===== src/rtl/spatz_pkg.sv =====
// ============================================================================
// Module      : spatz_pkg
// Description : Shared types and constants for the Spatz configuration
//               controller: vtype layout, SEW/LMUL encodings, CSR addresses
//               and opcodes. Fractional LMUL support is selected with the
//               SPATZ_VCFG_FRAC_LMUL_EN macro in the modules that use it.
// Revision    : 1.0 - initial release
// ============================================================================
`default_nettype none

package spatz_pkg;

  // Default vector register length and its size in bytes
  localparam int unsigned DEF_VLEN = 512;
  localparam int unsigned VLENB    = DEF_VLEN / 8;

  // Major opcodes and the configuration funct3 on OP-V
  localparam logic [6:0] OPC_OPV    = 7'h57;
  localparam logic [6:0] OPC_SYSTEM = 7'h73;
  localparam logic [2:0] F3_OPCFG   = 3'b111;

  // Vector CSR addresses
  localparam logic [11:0] CSR_VSTART = 12'h008;
  localparam logic [11:0] CSR_VL     = 12'hC20;
  localparam logic [11:0] CSR_VTYPE  = 12'hC21;
  localparam logic [11:0] CSR_VLENB  = 12'hC22;

  typedef enum logic [2:0] {
    EW_8    = 3'd0,
    EW_16   = 3'd1,
    EW_32   = 3'd2,
    EW_64   = 3'd3,
    EW_128  = 3'd4,
    EW_256  = 3'd5,
    EW_512  = 3'd6,
    EW_1024 = 3'd7
  } vsew_e;

  typedef enum logic [2:0] {
    LMUL_1    = 3'b000,
    LMUL_2    = 3'b001,
    LMUL_4    = 3'b010,
    LMUL_8    = 3'b011,
    LMUL_RSVD = 3'b100,
    LMUL_F8   = 3'b101,
    LMUL_F4   = 3'b110,
    LMUL_F2   = 3'b111
  } vlmul_e;

  // Architecturally visible low vtype fields plus the vill flag
  typedef struct packed {
    logic   vill;
    logic   vma;
    logic   vta;
    vsew_e  vsew;
    vlmul_e vlmul;
  } vtype_t;

  // log2(SEW/LMUL) up to a constant offset; vlmul read as a signed exponent
  function automatic logic [4:0] sew_lmul_ratio(input logic [2:0] vsew,
                                                input logic [2:0] vlmul);
    return {2'b00, vsew} - {{2{vlmul[2]}}, vlmul};
  endfunction

endpackage

`default_nettype wire


===== src/rtl/fifo_v3.sv =====
// ============================================================================
// Module      : fifo_v3
// Description : Small synchronous FIFO with the common_cells interface
//               (non fall-through). Output data is the head entry.
// Revision    : 1.0 - initial release
// ============================================================================
`default_nettype none

module fifo_v3 #(
  parameter int unsigned DATA_WIDTH = 32,
  parameter int unsigned DEPTH      = 8
) (
  input  logic                  clk_i,
  input  logic                  rst_ni,
  input  logic                  flush_i,
  output logic                  full_o,
  output logic                  empty_o,
  input  logic [DATA_WIDTH-1:0] data_i,
  input  logic                  push_i,
  output logic [DATA_WIDTH-1:0] data_o,
  input  logic                  pop_i
);

  localparam int unsigned AW = (DEPTH > 1) ? $clog2(DEPTH) : 1;

  logic [DATA_WIDTH-1:0] r_mem [DEPTH];
  logic [AW-1:0]         r_rd_ptr;
  logic [AW-1:0]         r_wr_ptr;
  logic [AW:0]           r_count;
  logic                  w_push;
  logic                  w_pop;

  assign full_o  = (r_count == (AW + 1)'(DEPTH));
  assign empty_o = (r_count == '0);
  assign data_o  = r_mem[r_rd_ptr];
  assign w_push  = push_i & ~full_o;
  assign w_pop   = pop_i & ~empty_o;

  // Storage, pointers and occupancy; a flush drops all entries
  always_ff @(posedge clk_i or negedge rst_ni) begin
    if (!rst_ni) begin
      for (int i = 0; i < int'(DEPTH); i++) r_mem[i] <= '0;
      r_rd_ptr <= '0;
      r_wr_ptr <= '0;
      r_count  <= '0;
    end else if (flush_i) begin
      r_rd_ptr <= '0;
      r_wr_ptr <= '0;
      r_count  <= '0;
    end else begin
      if (w_push) begin
        r_mem[r_wr_ptr] <= data_i;
        r_wr_ptr <= (r_wr_ptr == AW'(DEPTH - 1)) ? '0 : r_wr_ptr + 1'b1;
      end
      if (w_pop) begin
        r_rd_ptr <= (r_rd_ptr == AW'(DEPTH - 1)) ? '0 : r_rd_ptr + 1'b1;
      end
      case ({w_push, w_pop})
        2'b10:   r_count <= r_count + 1'b1;
        2'b01:   r_count <= r_count - 1'b1;
        default: r_count <= r_count;
      endcase
    end
  end

endmodule

`default_nettype wire


===== src/rtl/spatz_vlmax_calc.sv =====
// ============================================================================
// Module      : spatz_vlmax_calc
// Description : Combinational vtype legality check and VLMAX computation.
//               Also returns the vtype value to store (vill-only on error).
//               SPATZ_VCFG_FRAC_LMUL_EN enables mf8/mf4/mf2.
// Revision    : 1.0 - initial release
// ============================================================================
`default_nettype none

module spatz_vlmax_calc
  import spatz_pkg::*;
#(
  parameter int unsigned VLEN = 512,
  parameter int unsigned ELEN = 32,
  parameter int unsigned XLEN = 32
) (
  input  logic [XLEN-1:0] vtype_i,
  output logic [XLEN-1:0] vtype_o,
  output logic [XLEN-1:0] vlmax_o,
  output logic            vill_o
);

  localparam logic [3:0]      MAX_VSEW   = 4'($clog2(ELEN / 8));
  localparam logic [XLEN-1:0] VLEN_W     = XLEN'(VLEN);
  localparam logic [XLEN-1:0] VILL_VTYPE = {1'b1, {(XLEN-1){1'b0}}};

  vtype_t          w_vt;
  logic [2:0]      w_sew;
  logic [2:0]      w_lmul;
  logic            w_sew_bad;
  logic            w_rsvd_bad;
  logic            w_lmul_bad;
  logic [XLEN-1:0] w_per_reg;
  logic [XLEN-1:0] w_scaled;

  // A set vill bit in a vsetvl source operand also yields vill
  assign w_vt       = vtype_t'({vtype_i[XLEN-1], vtype_i[7:0]});
  assign w_sew      = w_vt.vsew;
  assign w_lmul     = w_vt.vlmul;
  assign w_sew_bad  = ({1'b0, w_sew} > MAX_VSEW);
  assign w_rsvd_bad = |vtype_i[XLEN-2:8];
  assign w_per_reg  = VLEN_W >> ({1'b0, w_sew} + 4'd3);

`ifdef SPATZ_VCFG_FRAC_LMUL_EN
  logic [2:0] w_frac_shift;
  assign w_frac_shift = 3'd0 - w_lmul;

  // Fractional LMUL is legal only while SEW still fits in ELEN*LMUL
  always_comb begin
    w_lmul_bad = 1'b0;
    if (w_lmul == LMUL_RSVD) begin
      w_lmul_bad = 1'b1;
    end else if (w_lmul[2]) begin
      w_lmul_bad = ({1'b0, w_sew} + {1'b0, w_frac_shift}) > MAX_VSEW;
    end
  end

  // Integer LMUL scales VLEN/SEW up, fractional LMUL scales it down
  always_comb begin
    w_scaled = w_lmul[2] ? (w_per_reg >> w_frac_shift) : (w_per_reg << w_lmul[1:0]);
  end
`else
  // Without fractional support every vlmul with the top bit set is illegal
  always_comb begin
    w_lmul_bad = w_lmul[2];
    w_scaled   = w_per_reg << w_lmul[1:0];
  end
`endif

  // Final legality verdict, VLMAX and the vtype value to commit
  always_comb begin
    vill_o  = w_vt.vill | w_sew_bad | w_rsvd_bad | w_lmul_bad;
    vlmax_o = vill_o ? '0 : w_scaled;
    vtype_o = vill_o ? VILL_VTYPE
                     : {{(XLEN-8){1'b0}}, w_vt.vma, w_vt.vta, w_vt.vsew, w_vt.vlmul};
  end

endmodule

`default_nettype wire


===== src/rtl/spatz_vcfg_ctrl.sv =====
// ============================================================================
// Module      : spatz_vcfg_ctrl
// Description : Spatz configuration controller. Decodes vset{i}vl{i} and
//               vector CSR accesses from the issue path, holds vl/vtype/
//               vstart and returns scalar results through a 2-entry buffer.
//               SPATZ_VCFG_FRAC_LMUL_EN (in spatz_vlmax_calc) enables
//               fractional LMUL.
// Revision    : 1.0 - initial release
// ============================================================================
`default_nettype none

module spatz_vcfg_ctrl
  import spatz_pkg::*;
#(
  parameter int unsigned VLEN = 512,
  parameter int unsigned ELEN = 32,
  parameter int unsigned XLEN = 32
) (
  input  logic            clk_i,
  input  logic            rst_ni,
  input  logic            issue_valid_i,
  output logic            issue_ready_o,
  input  logic [31:0]     issue_instr_i,
  input  logic [XLEN-1:0] issue_rs1_i,
  input  logic [XLEN-1:0] issue_rs2_i,
  output logic            issue_accept_o,
  output logic            issue_illegal_o,
  output logic            result_valid_o,
  input  logic            result_ready_i,
  output logic [4:0]      result_rd_o,
  output logic [XLEN-1:0] result_data_o,
  output logic [XLEN-1:0] vl_o,
  output logic [XLEN-1:0] vtype_o,
  output logic [XLEN-1:0] vstart_o
);

  localparam logic [XLEN-1:0] VILL_VTYPE  = {1'b1, {(XLEN-1){1'b0}}};
  localparam logic [XLEN-1:0] VLENB_W     = XLEN'(VLEN / 8);
  localparam logic [XLEN-1:0] VSTART_MASK = XLEN'(VLEN - 1);

  logic [XLEN-1:0] r_vl, r_vtype, r_vstart;

  // Instruction fields
  logic [6:0]  w_opcode;
  logic [4:0]  w_rd, w_rs1;
  logic [2:0]  w_f3;
  logic [11:0] w_csr;
  assign w_opcode = issue_instr_i[6:0];
  assign w_rd     = issue_instr_i[11:7];
  assign w_f3     = issue_instr_i[14:12];
  assign w_rs1    = issue_instr_i[19:15];
  assign w_csr    = issue_instr_i[31:20];

  // Decode and legality
  logic w_is_cfg, w_is_vsetvli, w_is_vsetivli, w_is_vsetvl, w_cfg_legal;
  logic w_is_csr, w_csr_write, w_csr_legal, w_fire, w_push, w_full, w_empty;
  assign w_is_cfg      = (w_opcode == OPC_OPV) && (w_f3 == F3_OPCFG);
  assign w_is_vsetvli  = w_is_cfg && !issue_instr_i[31];
  assign w_is_vsetivli = w_is_cfg && (issue_instr_i[31:30] == 2'b11);
  assign w_is_vsetvl   = w_is_cfg && (issue_instr_i[31:25] == 7'b1000000);
  assign w_cfg_legal   = w_is_vsetvli || w_is_vsetivli || w_is_vsetvl;
  assign w_is_csr      = (w_opcode == OPC_SYSTEM) && (w_f3 != 3'b000) && (w_f3 != 3'b100);
  assign w_csr_write   = (w_f3[1:0] == 2'b01) || (w_rs1 != 5'd0);
  assign w_csr_legal   = w_is_csr && ((w_csr == CSR_VSTART) ||
                         (((w_csr == CSR_VL) || (w_csr == CSR_VTYPE) || (w_csr == CSR_VLENB))
                          && !w_csr_write));

  assign issue_accept_o  = w_cfg_legal || w_csr_legal;
  assign issue_illegal_o = (w_is_cfg && !w_cfg_legal) || (w_is_csr && !w_csr_legal);
  assign issue_ready_o   = !w_full;
  assign w_fire          = issue_valid_i && issue_ready_o && issue_accept_o;
  assign w_push          = w_fire && (w_rd != 5'd0);

  // Requested vtype and AVL source per instruction form
  logic [XLEN-1:0] w_req_vtype, w_avl, w_calc_vtype, w_vlmax;
  logic            w_calc_vill;
  assign w_req_vtype = w_is_vsetvl   ? issue_rs2_i :
                       w_is_vsetivli ? XLEN'(issue_instr_i[29:20]) :
                                       XLEN'(issue_instr_i[30:20]);
  assign w_avl       = w_is_vsetivli ? XLEN'(w_rs1) : issue_rs1_i;

  spatz_vlmax_calc #(
    .VLEN (VLEN),
    .ELEN (ELEN),
    .XLEN (XLEN)
  ) u_vlmax_calc (
    .vtype_i (w_req_vtype),
    .vtype_o (w_calc_vtype),
    .vlmax_o (w_vlmax),
    .vill_o  (w_calc_vill)
  );

  // Next vl/vtype for a vset*; rs1=rd=x0 keeps vl only if SEW/LMUL is unchanged
  logic [XLEN-1:0] w_cfg_vl, w_cfg_vtype;
  always_comb begin
    w_cfg_vl    = '0;
    w_cfg_vtype = w_calc_vtype;
    if (w_calc_vill) begin
      w_cfg_vl = '0;
    end else if (w_is_vsetivli || (w_rs1 != 5'd0)) begin
      w_cfg_vl = (w_avl < w_vlmax) ? w_avl : w_vlmax;
    end else if (w_rd != 5'd0) begin
      w_cfg_vl = w_vlmax;
    end else if (r_vtype[XLEN-1] ||
                 (sew_lmul_ratio(r_vtype[5:3], r_vtype[2:0]) !=
                  sew_lmul_ratio(w_calc_vtype[5:3], w_calc_vtype[2:0]))) begin
      w_cfg_vtype = VILL_VTYPE;
    end else begin
      w_cfg_vl = r_vl;
    end
  end

  // CSR read value and the updated vstart for a CSR write
  logic [XLEN-1:0] w_csr_old, w_csr_wdata, w_vstart_new;
  assign w_csr_wdata = w_f3[2] ? XLEN'(w_rs1) : issue_rs1_i;
  always_comb begin
    case (w_csr)
      CSR_VSTART: w_csr_old = r_vstart;
      CSR_VL:     w_csr_old = r_vl;
      CSR_VTYPE:  w_csr_old = r_vtype;
      CSR_VLENB:  w_csr_old = VLENB_W;
      default:    w_csr_old = '0;
    endcase
    case (w_f3[1:0])
      2'b01:   w_vstart_new = w_csr_wdata;
      2'b10:   w_vstart_new = r_vstart | w_csr_wdata;
      default: w_vstart_new = r_vstart & ~w_csr_wdata;
    endcase
    w_vstart_new = w_vstart_new & VSTART_MASK;
  end

  // Architectural vl/vtype/vstart, updated only on an accepted instruction
  always_ff @(posedge clk_i or negedge rst_ni) begin
    if (!rst_ni) begin
      r_vl     <= '0;
      r_vtype  <= VILL_VTYPE;
      r_vstart <= '0;
    end else if (w_fire) begin
      if (w_cfg_legal) begin
        r_vl     <= w_cfg_vl;
        r_vtype  <= w_cfg_vtype;
        r_vstart <= '0;
      end else if ((w_csr == CSR_VSTART) && w_csr_write) begin
        r_vstart <= w_vstart_new;
      end
    end
  end

  assign vl_o     = r_vl;
  assign vtype_o  = r_vtype;
  assign vstart_o = r_vstart;

  fifo_v3 #(
    .DATA_WIDTH (XLEN + 5),
    .DEPTH      (2)
  ) u_result_fifo (
    .clk_i   (clk_i),
    .rst_ni  (rst_ni),
    .flush_i (1'b0),
    .full_o  (w_full),
    .empty_o (w_empty),
    .data_i  ({w_rd, (w_cfg_legal ? w_cfg_vl : w_csr_old)}),
    .push_i  (w_push),
    .data_o  ({result_rd_o, result_data_o}),
    .pop_i   (result_ready_i)
  );

  assign result_valid_o = !w_empty;

endmodule

`default_nettype wire

===== config.mk =====
export PLATFORM = sky130hd
export DESIGN_NAME = spatz_vcfg_ctrl
export DESIGN_NICKNAME = d
export VERILOG_FILES = /design/src/rtl/spatz_pkg.sv /design/src/rtl/fifo_v3.sv /design/src/rtl/spatz_vlmax_calc.sv /design/src/rtl/spatz_vcfg_ctrl.sv
export SDC_FILE = /design/constraint.sdc
export NUM_CORES = 1
export LEC_CHECK = 0
export ABC_AREA = 1
export BUFFER_PORTS_ARGS = -buffer_cell sky130_fd_sc_hd__buf_4
export CAP_MARGIN = 20
export CORE_UTILIZATION = 48
export DETAILED_ROUTE_END_ITERATION = 8
export PLACE_DENSITY = 0.83
export SLEW_MARGIN = 20
export SYNTH_ARGS = -nofsm -noshare
export SYNTH_HDL_FRONTEND = slang
export SYNTH_SLANG_ARGS = --single-unit
export TNS_END_PERCENT = 20

===== constraint.sdc =====
create_clock -name clk_i -period 3 [get_ports clk_i]
set_clock_uncertainty 0.2 [all_clocks]
set_input_delay 0.9 -clock clk_i [delete_from_list [all_inputs] [get_ports clk_i]]
set_output_delay 0.9 -clock clk_i [all_outputs]
set_load 0.005 [all_outputs]

==> Word-level counts from Yosys, hierarchy flattened <==
Cells that the tools add are included.
{ "classes": {"n_addsub": 7, "magnitude_cmp": 5, "n_eq_ne": 16, "shifts": 2, "n_mux": 29, "bitwise_logic": 12, "reduce_logical": 40} }
{ "op_table": {"columns": ["cell", "count"], "rows": [
  ["$mux W32", 16],
  ["$mux W37", 4],
  ["$pmux W32 S4", 1],
  ["$bwmux W74", 1],
  ["$demux W37 S1", 1],
  ["$eq A12 B12 Y1 const B", 3],
  ["$lt A32 B32 Y1", 1],
  ["$shl A32 B2 Y32", 1],
  ["$shr A10 B4 Y32 const A", 1],
  ["$reduce_or A23 Y1", 1],
  ["$eq A7 B7 Y1 const B", 3],
  ["$pmux W9 S2", 1],
  ["$logic_and A1 B1 Y1", 15],
  ["$eq A12 B4 Y1 const B", 1],
  ["$mux W11", 1],
  ["$logic_or A1 B1 Y1", 10],
  ["$reduce_bool A5 Y1", 2],
  ["$sub A4 B3 Y5", 2],
  ["$and A9 B9 Y9", 1],
  ["$mux W9", 1],
  ["$not A9 Y9", 1],
  ["$or A9 B9 Y9", 1],
  ["$eq A2 B2 Y1 const B", 4],
  ["$logic_not A1 Y1", 6],
  ["21 further kinds", 32]
]} }
{ "totals": {"ff_bits": 174, "in_bits": 100, "output_inout_bits": 137, "elab_cells": 119} }

==> Logic depth before layout (Yosys ltp) <==
{ "depth": {"ltp_word": 19, "mapped_depth": 29, "depth_no_buf": 28} }

==> Hierarchy <==
Synthesis repeated with hierarchy kept, for this count alone.
{ "unflattened": {"hier_cells": 1800, "area_unflattened_um2": 12014.0} }
{ "by_module_without_submodules": {"columns": ["mod", "n_inst", "cells_per_inst", "area_each_um2", "seq_area_each_um2"], "rows": [
  ["spatz_vcfg_ctrl", 1, 1239, 7699.9, 1828.0],
  ["fifo_v3", 1, 430, 3593.4, 1951.9],
  ["spatz_vlmax_calc", 1, 131, 720.7, 0.0]
]} }

==> Least setup slack after synthesis <==
OpenSTA, ideal clock, no wires.
{ "synth_timing": {"path_type": "input-to-reg", "start": "input port issue_instr_i[12]", "end": "register u_result_fifo.r_mem[23] in the netlist's numbering", "setup_ns": 0.065, "arrival_time_ns": 4.358, "required_time_ns": 2.735, "path_slack_ns": -1.623, "stages": 25, "n_path_buf": 3, "cell_sequence": "ha_1 -> nand2_1 -> nor2_1 -> nand3_2 -> nor2_4 -> buf_6 -> nand3_2 -> nand2_2 -> nand3_4 -> inv_1 -> buf_2 -> nand2_1 -> ha_1 -> fa_1 -> a21oi_1 -> o21ai_0 -> nor2_1 -> nand2_1 -> nor2_1 -> nand3_1 -> inv_2 -> buf_1 -> nand4_1 -> o21ai_0 -> mux2_2"} }
{ "synth_between": {"elab_chain_len": 18, "elab_cells_between_ends": 46, "cone_classes": "2 x add/sub; 2 x order compare; 4 x eq/ne; 2 x shift; 12 x mux; 4 x bitwise; 20 x reduce/logical"} }
{ "synth_rtl": {"columns": ["element", "line_no", "rtl"], "rows": [
  ["start: declaration", "spatz_vcfg_ctrl.sv:23", "input logic [31:0] issue_instr_i,"],
  ["parallel branches: the longest is 18 deep, another holds $lt A32 B32 Y1", null, null],
  ["end signal: indexed assignment", "fifo_v3.sv:52", "r_mem[r_wr_ptr] <= data_i;"],
  ["end: declaration", "fifo_v3.sv:26", "logic [DATA_WIDTH-1:0] r_mem [DEPTH];"]
]} }
Several ways; the timed one is not identified.
A chain may end at the register's enable or synchronous reset.

==> Final worst setup path <==
{ "layout_timing": {"start": "input port issue_instr_i[12]", "end": "register u_result_fifo.r_mem[6] in the netlist's numbering"} }
Same word-level chain as after synthesis.

==> results.ini <==
[synthesis]
synth_top_family_by_area=simple AND/OR/NAND/NOR gates
synth-compound-area-share_pct=14.4
yosysSeqAreaShare_pct=37.8
ys.flop_type=dfrtp_1
synthXorXnorAreaFrac_pct=0.931
ys_ff_latch=128
post-synth-top-area-fraction_pct=37.5
synthMuxAreaShare_pct=2.79
synthSimpleGateAreaFrac_pct=26.7
async_flop_share_pct=100
yosysMostFrequentCell=nand2_1
syn_area_per_cell_um2=7.42
syn_inst=1142
ys_warn_count=0
synth_cell_type_count=47
synthAdderAreaFrac_pct=3.72
netlist_area_um2=8470
yosys-top-cells-count=273 x nand2_1, 131 x inv_1, 127 x dfrtp_1, 120 x o21ai_0, 81 x nand3_1
yosysTopAreaCell=dfrtp_1
synth_edf_count=0
synthTopCellsByArea=dfrtp_1 38%, nand2_1 12%, o21ai_0 7.1%

[global_route]
grt_antenna_before_repair=0
grt_pass1_wl_um=42300
overflow=0
grt.total_usage_pct=30.0
grt_max_degree=69
grt_pass1_vias=8787

[place]
port_buffers=190
dp_hpwl_um=19500
place_inst=1639
globalplace.congestion=0.981
post_dp_cell_area_um2=10900

[power]
p_leak_nw=6.25
finalPower_mw=5.00
vdd_ir_drop_max_uv=511
power_density_nw_per_um2=412

[sta]
timing_hold_violations_final=0
fmax_mhz=238
drv_slew=0
rsz0062_at_grt=true
finalCritPeriodShare_pct=140
slew_headroom_pct=60.2
setup_viol=105
tightest_slew_ps=597
setup_tns_ps=-106510
setup_ws_ps=-1210
period_needed_ps=4210

[die]
num_io_pins=237
die-area_um2=18200
die_h_um=135
core_area_um2=17200
num_rows=48
start_util_pct=49.1
die_w_um=135

[clocking]
root_buffer=clkbuf_16
ctsLongestPathBuffers=2
cts.hold.buffers_added=0
cts_sinks=128
cts-buffers-inserted=17
cts_tree=done
path_clk_slew_ps=60
clk_latency_ps=420
htreeDepth=4

[critical_path]
required_ps=3160
r2r-end=u_result_fifo.r_mem[6]
rr_worst_depth=17
arrival_ps=4370
cp_max_fo=6
end_kind=flop
reg2reg_from=vtype_o[3]
start_kind=input port
critPathMostFrequentCell=nand2_2
max_stage_delay_ps=380
critPathKind=input port to flop
r2r_slack_ps=-110
cpMaxStageDelayCell=fa_2

[routing]
routed_wl_um=27900
ant_nets=0
dr.pass1.iters=5
drt-initial-drc-count=791
wl_per_cell_um=16.5
viasPerCell=5.42
num_vias=9157
drc=0

[finish]
fin_cells=1691
fin_area_um2=12100
drive_gt1_share_pct=36.2
nNetsFinal=1578
diodes=0
syn2layout_area_growth_pct=43.2

[outcome]
status=finished, violations left
violations=setup timing

[run]
maxCapViolations=0

[min_path]
hold_path.class=input port to asynchronous set/reset pin

[metrics by stage]
stage          utilization, %  hold slack (ps)  worst slack, ps
5_1_grt                  70.4             99.8            -1330
3_3_place_gp             63.4              264            -1640
4_1_cts                  68.8              102            -1080
3_5_place_dp             63.4              266            -1710
6_report                 70.4              106            -1210
2_1_floorplan               -              249            -1210
[worst max-delay path by stage]
stage / startpoint / end / slack [ps] / cells past startpoint
CTS: issue_instr_i[12] / u_result_fifo.r_mem[66] / -1080 / 26
finish: issue_instr_i[12] / u_result_fifo.r_mem[6] / -1210 / 28
detailed placement: issue_instr_i[12] / u_result_fifo.r_mem[1] / -1710 / 26
global placement: issue_instr_i[12] / u_result_fifo.r_mem[27] / -1640 / 25
floorplan: issue_instr_i[12] / u_result_fifo.r_mem[59] / -1210 / 26
global route: issue_instr_i[12] / u_result_fifo.r_mem[6] / -1330 / 28
[where the power goes]
part / internal (mW) / total (mW) / switching (mW)
clock network: 1.22 / 2.01 / 0.788
logic: 0.582 / 1.16 / 0.580
registers: 1.76 / 1.83 / 0.0635
[area by class of cell]
cell class	count	area, um2
tap	225	282
sequential	128	3210
timing repair inverter	1	8.76
fill	1255	5110
clock inverter	13	143
timing repair buffer	336	2740
inverter	141	547
multi-input combinational	829	4780
clock buffer	18	429
[registers in the layout, indices dropped and copies added, names as in the netlist]
signal                  count
u_result_fifo.r_wr_ptr      1
u_result_fifo.r_rd_ptr      1
vl_o                       32
vstart_o                    9
u_result_fifo.r_mem        74
vtype_o                     9
u_result_fifo.r_count       2
[placed cells by master (no fill, tap or decap), types with 6 or more instances in the layout]
cell,synthesis,layout
nand3_1,81,71
inv_1,131,127
nor2_1,60,49
nor2_2,6,11
a21oi_1,36,27
o21ai_2,2,28
nand4_1,39,39
mux2_2,21,19
nand2_2,14,30
o211ai_1,12,12
nand3_2,2,10
dfrtp_1,127,126
o21ai_0,120,71
buf_6,9,6
clkbuf_16,0,18
o221ai_1,6,6
inv_2,8,9
conb_1,2,53
a21oi_2,4,11
buf_12,0,13
ha_1,22,20
nor2_4,4,10
nand2_1,273,253
buf_4,49,314
o21ai_1,19,40
nor3_1,9,7
o22ai_1,16,13
[repair_timing]
action / CTS / global route
gates cloned: 1 / 1
buffers inserted: 13 / 6
resized for setup: 90 / 63
pin swaps: 25 / 30
setup endpoints to repair: 106 / 106
[per-layer routing]
layer	up-vias	global-route usage, %	part of all wire, %
met5	-	0	0
met4	0	14.7	4.3
met3	105	6.19	8.1
met2	450	52.0	50
met1	4306	35.3	38
li1	4296	-	-
[critical path, delay by kind of cell]
kind            cells  cell delay [ps]
simple gates       17             1740
fa+ha+maj           3              680
buf+inv             4              430
xor+xnor            2              350
compound gates      2              240
[logic make-up (layout without fill, tap and decap cells)]
logic type      Yosys count  in the layout
xor+xnor                  9              9
simple gates            501            501
fa+ha+maj                24             24
compound gates          221            221
buf+inv                 236            509
other cells               2             53
mux                      21             21
flops                   128            128
(Power assumes the default switching activity.)
